<file path="src/rtl/pc_unit_ras.sv">
// -----------------------------------------------------------------------------
// pc_unit_ras
//
// Program counter for the RISC-V fetch stage. Besides load/increment it
// supports stall, prioritised trap/redirect handling, redirect-target
// alignment checking, and a small circular return-address stack (RAS) used
// to predict the target of a return.
//
// Update priority, highest first:
//   trap_en > redirect_en (+call_en push) > ret_en (unstalled) > stall > +INC
//
// Ports:
//   clk            in   rising-edge clock
//   clr            in   synchronous reset, active high
//   stall          in   hold PC; blocks ret and increment only
//   trap_en        in   force PC to TRAP_VEC and flush the RAS
//   redirect_en    in   load redirect_addr (low ALIGN_BITS cleared)
//   redirect_addr  in   branch/jump target
//   call_en        in   push pc_plus onto the RAS; only with redirect_en
//   ret_en         in   pop the RAS into the PC
//   pc             out  current PC, registered
//   pc_plus        out  pc + INC, wraps at 2^XLEN
//   ras_count      out  number of valid RAS entries
//   ras_empty      out  ras_count == 0
//   ras_full       out  ras_count == RAS_DEPTH
//   misalign       out  one-cycle pulse: redirect target had low bits set
//   ret_underflow  out  one-cycle pulse: return with an empty RAS
// -----------------------------------------------------------------------------
module pc_unit_ras #(
    parameter int                XLEN       = 32,
    parameter logic [XLEN-1:0]   RESET_VEC  = 'h0000_0000,
    parameter logic [XLEN-1:0]   TRAP_VEC   = 'h0000_0100,
    parameter int                INC        = 4,
    parameter int                ALIGN_BITS = 2,
    parameter int                RAS_DEPTH  = 4
) (
    input  logic                           clk,
    input  logic                           clr,
    input  logic                           stall,
    input  logic                           trap_en,
    input  logic                           redirect_en,
    input  logic [XLEN-1:0]                redirect_addr,
    input  logic                           call_en,
    input  logic                           ret_en,
    output logic [XLEN-1:0]                pc,
    output logic [XLEN-1:0]                pc_plus,
    output logic [$clog2(RAS_DEPTH):0]     ras_count,
    output logic                           ras_empty,
    output logic                           ras_full,
    output logic                           misalign,
    output logic                           ret_underflow
);

    localparam int              PTR_W      = $clog2(RAS_DEPTH);
    localparam int              COUNT_W    = PTR_W + 1;
    localparam logic [XLEN-1:0] INC_V      = XLEN'(INC);
    localparam logic [XLEN-1:0] ALIGN_MASK = {XLEN{1'b1}} << ALIGN_BITS;
    localparam logic [COUNT_W-1:0] FULL_CNT = COUNT_W'(RAS_DEPTH);

    logic [XLEN-1:0]    r_pc;
    logic [XLEN-1:0]    r_ras [RAS_DEPTH];
    // r_wptr is the slot the next push writes; the top entry sits just below it.
    logic [PTR_W-1:0]   r_wptr;
    logic [COUNT_W-1:0] r_count;
    logic               r_misalign;
    logic               r_ret_underflow;

    logic [XLEN-1:0]    w_pc_plus;
    logic [PTR_W-1:0]   w_top_idx;
    logic [XLEN-1:0]    w_low_bits;

    // Additions wrap naturally at 2^XLEN because the result is XLEN bits wide.
    assign w_pc_plus  = r_pc + INC_V;
    // RAS_DEPTH is a power of two, so pointer arithmetic wraps around the ring.
    assign w_top_idx  = r_wptr - PTR_W'(1);
    assign w_low_bits = redirect_addr & ~ALIGN_MASK;

    // NOTE: the RAS storage has no reset; ras_count alone defines which entries
    // are valid, so clearing the array would only add reset fan-out.
    always_ff @(posedge clk) begin
        if (clr) begin
            // NOTE: all state uses non-blocking assignments so every register
            // samples the pre-edge values regardless of statement order.
            r_pc            <= RESET_VEC;
            r_wptr          <= '0;
            r_count         <= '0;
            r_misalign      <= 1'b0;
            r_ret_underflow <= 1'b0;
        end else begin
            // Pulses default low; only the event cycle raises them.
            r_misalign      <= 1'b0;
            r_ret_underflow <= 1'b0;

            if (trap_en) begin
                r_pc    <= TRAP_VEC;
                r_count <= '0;
            end else if (redirect_en) begin
                r_pc       <= redirect_addr & ALIGN_MASK;
                r_misalign <= (w_low_bits != '0);
                if (call_en) begin
                    // When full, this overwrites the oldest entry and the
                    // count saturates.
                    r_ras[r_wptr] <= w_pc_plus;
                    r_wptr        <= r_wptr + PTR_W'(1);
                    if (r_count != FULL_CNT) begin
                        r_count <= r_count + COUNT_W'(1);
                    end
                end
            end else if (ret_en && !stall) begin
                if (r_count != '0) begin
                    r_pc    <= r_ras[w_top_idx];
                    r_wptr  <= w_top_idx;
                    r_count <= r_count - COUNT_W'(1);
                end else begin
                    r_pc            <= w_pc_plus;
                    r_ret_underflow <= 1'b1;
                end
            end else if (!stall) begin
                r_pc <= w_pc_plus;
            end
        end
    end

    assign pc            = r_pc;
    assign pc_plus       = w_pc_plus;
    assign ras_count     = r_count;
    assign ras_empty     = (r_count == '0);
    assign ras_full      = (r_count == FULL_CNT);
    assign misalign      = r_misalign;
    assign ret_underflow = r_ret_underflow;

endmodule

</file>
<file path="config.mk">
export PLATFORM = sky130hd
export DESIGN_NAME = pc_unit_ras
export DESIGN_NICKNAME = d
export VERILOG_FILES = /design/src/rtl/pc_unit_ras.sv
export SDC_FILE = /design/constraint.sdc
export NUM_CORES = 1
export LEC_CHECK = 0
export ABC_AREA = 0
export ABC_CLOCK_PERIOD_IN_PS = 3000
export CAP_MARGIN = 10
export CORE_ASPECT_RATIO = 1.4
export CORE_UTILIZATION = 30
export CTS_BUF_LIST = sky130_fd_sc_hd__clkbuf_8
export DETAILED_ROUTE_END_ITERATION = 10
export SETUP_SLACK_MARGIN = 0.02
export SKIP_CTS_REPAIR_TIMING = 1
export SLEW_MARGIN = 25
export SYNTH_ARGS = -nofsm -noshare
export SYNTH_HDL_FRONTEND = slang
export SYNTH_SLANG_ARGS = --single-unit
</file>
<file path="constraint.sdc">
create_clock -name clk -period 3 [get_ports clk]
set_input_delay 0.75 -clock clk [delete_from_list [all_inputs] [get_ports clk]]
set_output_delay 0.75 -clock clk [all_outputs]
set_load 0.05 [all_outputs]
</file>
* Word-level counts from Yosys, hierarchy flattened
Memories as Yosys holds them, arrays and structs flattened.
Cells that the tools add are included.
** Word-level totals
- Memories kept :: 1
- Input bits :: 39
- Bits in registers :: 39
- Bits in writable memories :: 128
** Operators by class
- Reduce and logical (&&, ||, !) cells :: 13
- Bitwise operators :: 3
- Multiplexer cells :: 20
- $add $sub $neg :: 5
- Equality and inequality tests :: 7
** Memories
- r_ras :: depth 4, width 32, read ports 1, clocked after Yosys merged registers in 0, wr ports 1, line 61 : logic [XLEN-1:0] r_ras [RAS_DEPTH];
** Operators with widths (number)
- two-way mux 32 bit :: 4
- adder 32 x 3 -> 32 bit (second input constant) :: 1
- nonzero test 32 bit :: 1
- two-way mux 3 bit :: 5
- two-way mux 9 bit :: 1
- two-way mux 2 bit :: 4
- AND reduction 4 bit :: 2
- two-way mux 1 bit :: 6
- inequality test 2 x 1 -> 1 bit (second input constant) :: 3
- OR reduction 3 bit :: 2
- inequality test 4 x 1 -> 1 bit (second input constant) :: 1
- nonzero test 2 bit :: 2
- OR reduction 4 bit :: 1
- adder 3 x 1 -> 3 bit (second input constant) :: 1
- == test 3 bit (second input constant) :: 1
- zero test 3 bit :: 1
- inequality test 3 x 1 -> 1 bit (second input constant) :: 1
- inequality test 3 bit (second input constant) :: 1
- inverter 1 bit :: 3
- nonzero test 3 bit :: 1
- subtractor 3 x 1 -> 3 bit (second input constant) :: 1
- adder 2 x 1 -> 2 bit (second input constant) :: 1
- OR reduction 2 bit :: 1
- subtractor 2 x 1 -> 2 bit (second input constant) :: 1
- other kinds (2) :: 2

* Logic depth before layout (Yosys ltp)
An unclocked memory read counts as a cell.
- Depth in word-level cells :: 6
- Mapped depth :: 10
- Mapped depth without buffers :: 6

* Worst setup path before layout
No wires, ideal clock.
- Kind :: register -> output
- From :: register r_pc[3] (netlist: pc[3])
- To :: output pc_plus[18]
- Setup slack :: -657 ps
- Path buffers :: 1
- Stages on the path, launching flop included :: 8
- Data required time :: 2250 ps
- Arrival time :: 2907 ps
- Cell sequence :: dfxtp_1 ha_1 nand4_1 nor4_1 and2_1 buf_2 nand2_1 xnor2_1
** On the way
- Longest elaborated chain between the ends :: 1
** Ends and longest elaborated chain
- from (decl) :: line 60 : logic [XLEN-1:0] r_pc;
- from (signal assigned) :: line 98 : r_pc <= redirect_addr & ALIGN_MASK;
- from (signal assigned) :: line 111 : r_pc <= r_ras[w_top_idx];
- from (signal assigned) :: line 115 : r_pc <= w_pc_plus;
- adder 32 x 3 -> 32 bit :: line 73 : assign w_pc_plus = r_pc + INC_V;
- to (decl) :: line 46 : output logic [XLEN-1:0] pc_plus,
Every way passes these cells.

* Final worst setup path
- From :: register r_pc[9] (netlist: pc[9])
- To :: output pc_plus[27]
Same word-level chain as after synthesis.

==> flow_summary_export.csv <==
group,metric,value,unit
outcome,outcome,"finished with violations",
outcome,violations,"setup timing",
floorplanning,rows,67,
floorplanning,dieArea,25500,sq um
logic_synthesis,yosysWarnings,0,
worst_setup_path,timing.rr.start,"ras_count[1]",
worst_setup_path,critical_path_peak_fanout,5,
timing,clock_skew,15.4,ps
finish,drive_gt1_share,32.4,%
worst_setup_path,crit_path_end_kind,"output pin",
pwr,seqPwrFrac,52.0,%
pwr,p_leak,3.75,nW
logic_synthesis,netlist_area,7450,sq um
logic_synthesis,muxShareOfSynthArea,9.81,%
worst_setup_path,slowest_delay,580,ps
logic_synthesis,seq_area_frac_synth,62.1,%
grt,grt_pass1_vias,5584,
finish,antennaDiodeCount,0,
clock_tree,clk-insertion-delay-late,460,ps
place,place_area,9660,sq um
worst_setup_path,crit_path_top_delay_cell,"or4b_4",
timing,maxSlewHeadroom,55.8,%
worst_setup_path,crit_arrival,2370,ps
timing,max_freq,0.321,GHz
timing,rsz0062_at_grt,"yes",
finish,utilization,43.5,%
place,hpwlAfterDp,14.5,mm
pwr,powerDensity,465,nW/um^2
logic_synthesis,yosys_register_bits,167,
finish,final_cell_area,10500,sq um
min_path,hold_class,"reg2reg",
grt,grt_start_max_net_pins,33,
logic_synthesis,synth_enable_flop_cells,128,
floorplanning,initial_utilization,30.9,%
detailed_routing,drcViolationCount,0,
detailed_routing,vias,5577,
timing,period_needed,3120,ps
grt,grt.total_usage,17.6,%
grt,antenna_found_initial,0,
detailed_routing,routed_wl,22.1,mm
pwr,clkPwrFrac,32.7,%
floorplanning,die_y,188,um
logic_synthesis,synthSimpleGateAreaFrac,10.8,%
logic_synthesis,ys_async_sr_fraction,0,%
detailed_routing,detail_route.wl_per_cell,21.2,um
floorplanning,die_x,135,um
worst_setup_path,critPathLaunch,"pc[9]",
logic_synthesis,yosys.area_share.xor_xnor,3.64,%
worst_setup_path,cp_top_family,"simple AND/OR/NAND/NOR gates",
clock_tree,clock_path_buffers,2,
timing,hold_ws,541,ps
detailed_routing,dr.first_iter.drc_count,386,
clock_tree,tritoncts,"built",
finish,nNetsFinal,764,
job,cap_violations,0,
worst_setup_path,critical_path_class,"reg2out",
logic_synthesis,syn_nets,589,
place,io_buffers,109,
worst_setup_path,crit_buf_inv,1,
timing,worst_pin_slew,659,ps
grt,grt_overflow,0,
clock_tree,cts.sinks,167,
grt,grt_first_pass_wirelength,33.0,mm
logic_synthesis,synth_fa_ha_area_share,1.11,%
logic_synthesis,synthCells,544,
logic_synthesis,synthFlopType,"edfxtp_1",
clock_tree,h-tree-depth,4,
timing,setup_viol,7,
worst_setup_path,crit_path_start_kind,"register",
pwr,peakVddDrop,0.277,mV
pwr,p_int,0.00357,W
floorplanning,pin_count,110,
place,place_congestion,0.831,
clock_tree,root_buffer,"clkbuf_8",
pwr,pwr-share-comb,15.3,%
logic_synthesis,syn_avg_cell_area,13.7,sq um
detailed_routing,vias_per_cell,5.35,
pwr,power_switching,0.00131,W
worst_setup_path,cp.required,2250,ps
detailed_routing,drt_pre_antenna_iters,4,
worst_setup_path,path_cells,"nand4_4 > or4b_4 > nor4_4 > xor2_4 > buf_12",
timing,hold_viol,0,
pwr,swShare,26.9,%
timing,setup_ws,-115,ps
clock_tree,path_clk_slew,90,ps
finish,areaGrowthSynthToFinish,41.1,%
timing,period_share,104,%
timing,drv_slew,0,
clock_tree,cts_buffers,17,
detailed_routing,ant_nets,0,
floorplanning,core,24100,sq um
logic_synthesis,synth_compound_area_share,9.79,%
logic_synthesis,synth_top_family_by_area,"simple AND/OR/NAND/NOR gates",
logic_synthesis,ys_types,53,
-- routing by layer --
metal  vias up  GRT usage [%]  share of wire [%]
met4         0           5.36                1.7
met3        24           3.93                7.3
met5         -              0                  0
li1       2471              -                  -
met2       252           28.6                 50
met1      2830           23.4                 41
-- placed cells by master, fill, tap and decap left out, types with 5 or more instances in the layout --
master | Yosys | layout
dfxtp_4 | 0 | 9
inv_1 | 11 | 10
xnor2_4 | 0 | 9
a21oi_1 | 25 | 25
nand2_1 | 40 | 37
xnor2_1 | 21 | 8
dfxtp_1 | 39 | 25
nor4_4 | 3 | 7
a221oi_1 | 12 | 12
nor2_1 | 33 | 28
and3_1 | 8 | 8
a41o_1 | 14 | 14
buf_12 | 0 | 27
clkdlybuf4s50_1 | 0 | 79
nor3_1 | 8 | 8
nand4_1 | 9 | 9
xor2_1 | 10 | 6
o21ai_0 | 30 | 30
edfxtp_1 | 128 | 128
mux4_2 | 32 | 32
nand3_1 | 23 | 20
buf_6 | 0 | 5
dfxtp_2 | 0 | 5
buf_4 | 3 | 80
clkbuf_8 | 0 | 17
-- cells in the mapped netlist (all sizes together) (3+ instances only) --
master    n  area share, %
a21oi    25            1.7
a221oi   12            1.4
nor4      7            1.3
nand4    10            1.0
o21ai    30            2.0
nor3      8           0.54
a31oi     4           0.34
inv      11           0.55
ha        5           0.84
a41o     14            1.9
edfxtp  128             52
buf      11           0.84
o31ai     4           0.40
xnor2    21            2.5
and3      8           0.67
nand2    40            2.0
or3       3           0.25
nor2     33            1.7
a22o      4           0.47
mux4     32            9.7
nand2b    3           0.25
or2       4           0.37
nand3    24            1.7
and2      6           0.50
clkbuf   25            1.3
xor2     10            1.2
dfxtp    39             10
-- power by group through the flow --
stage	logic (W)	clock network (W)	registers, W
2_1_floorplan	0.000334	0	0.00267
3_3_place_gp	0.000716	0	0.00259
3_5_place_dp	0.000721	0	0.00259
4_1_cts	0.000725	0.00163	0.00254
5_1_grt	0.000790	0.00172	0.00254
6_report	0.000750	0.00160	0.00254
-- state kept, by name, summed over array words and instances (netlist names), named ones only --
name and flops:
ret_underflow 1, r_ras 128, pc 30, ras_count 3, misalign 1, r_wptr 2
-- worst paths after layout --
path | to | slack (ps) | cells past startpoint
worst max-delay path | pc_plus[27] | -120 | 5
worst min-delay path | register | 540 | 2
worst max register to register | pc[28] | 630 | 8
worst min register to register | register | 540 | 2
-- per-stage QoR --
step	TNS [ps]	setup slack [ps]	total power, W	instances
2_1_floorplan	-234	-156	0.00300	544
3_3_place_gp	0	239	0.00331	981
3_5_place_dp	0	188	0.00331	981
4_1_cts	-4140	-323	0.00490	1013
5_1_grt	-1390	-189	0.00505	1042
6_report	-420	-115	0.00488	1042
-- cell type report --
type                       count  area [sq um]
fill                        2201         13600
clock inverter                15           153
multi-input combinational    328          3030
clock buffer                  17           234
tap                          310           388
timing repair buffer         192          1990
sequential                   167          4660
inverter                      13          52.6
-- cell families after synthesis --
logic type | count (synthesis)
muxes | 33
adders and majority gates | 6
DFF | 167
AOI/OAI and AO/OA | 107
xor gates and xnor gates | 31
buffers and inverters | 49
and+or+nand+nor | 151
-- worst register-to-register path: stages (launching register included) --
cell	delay [ps]
dfxtp_1	360
or3_1	580
inv_1	270
nor2_2	80
buf_4	210
buf_4	220
a221oi_1	270
nor2_1	80
a41o_1	210
Note: power is estimated with default switching activity, not from simulation.
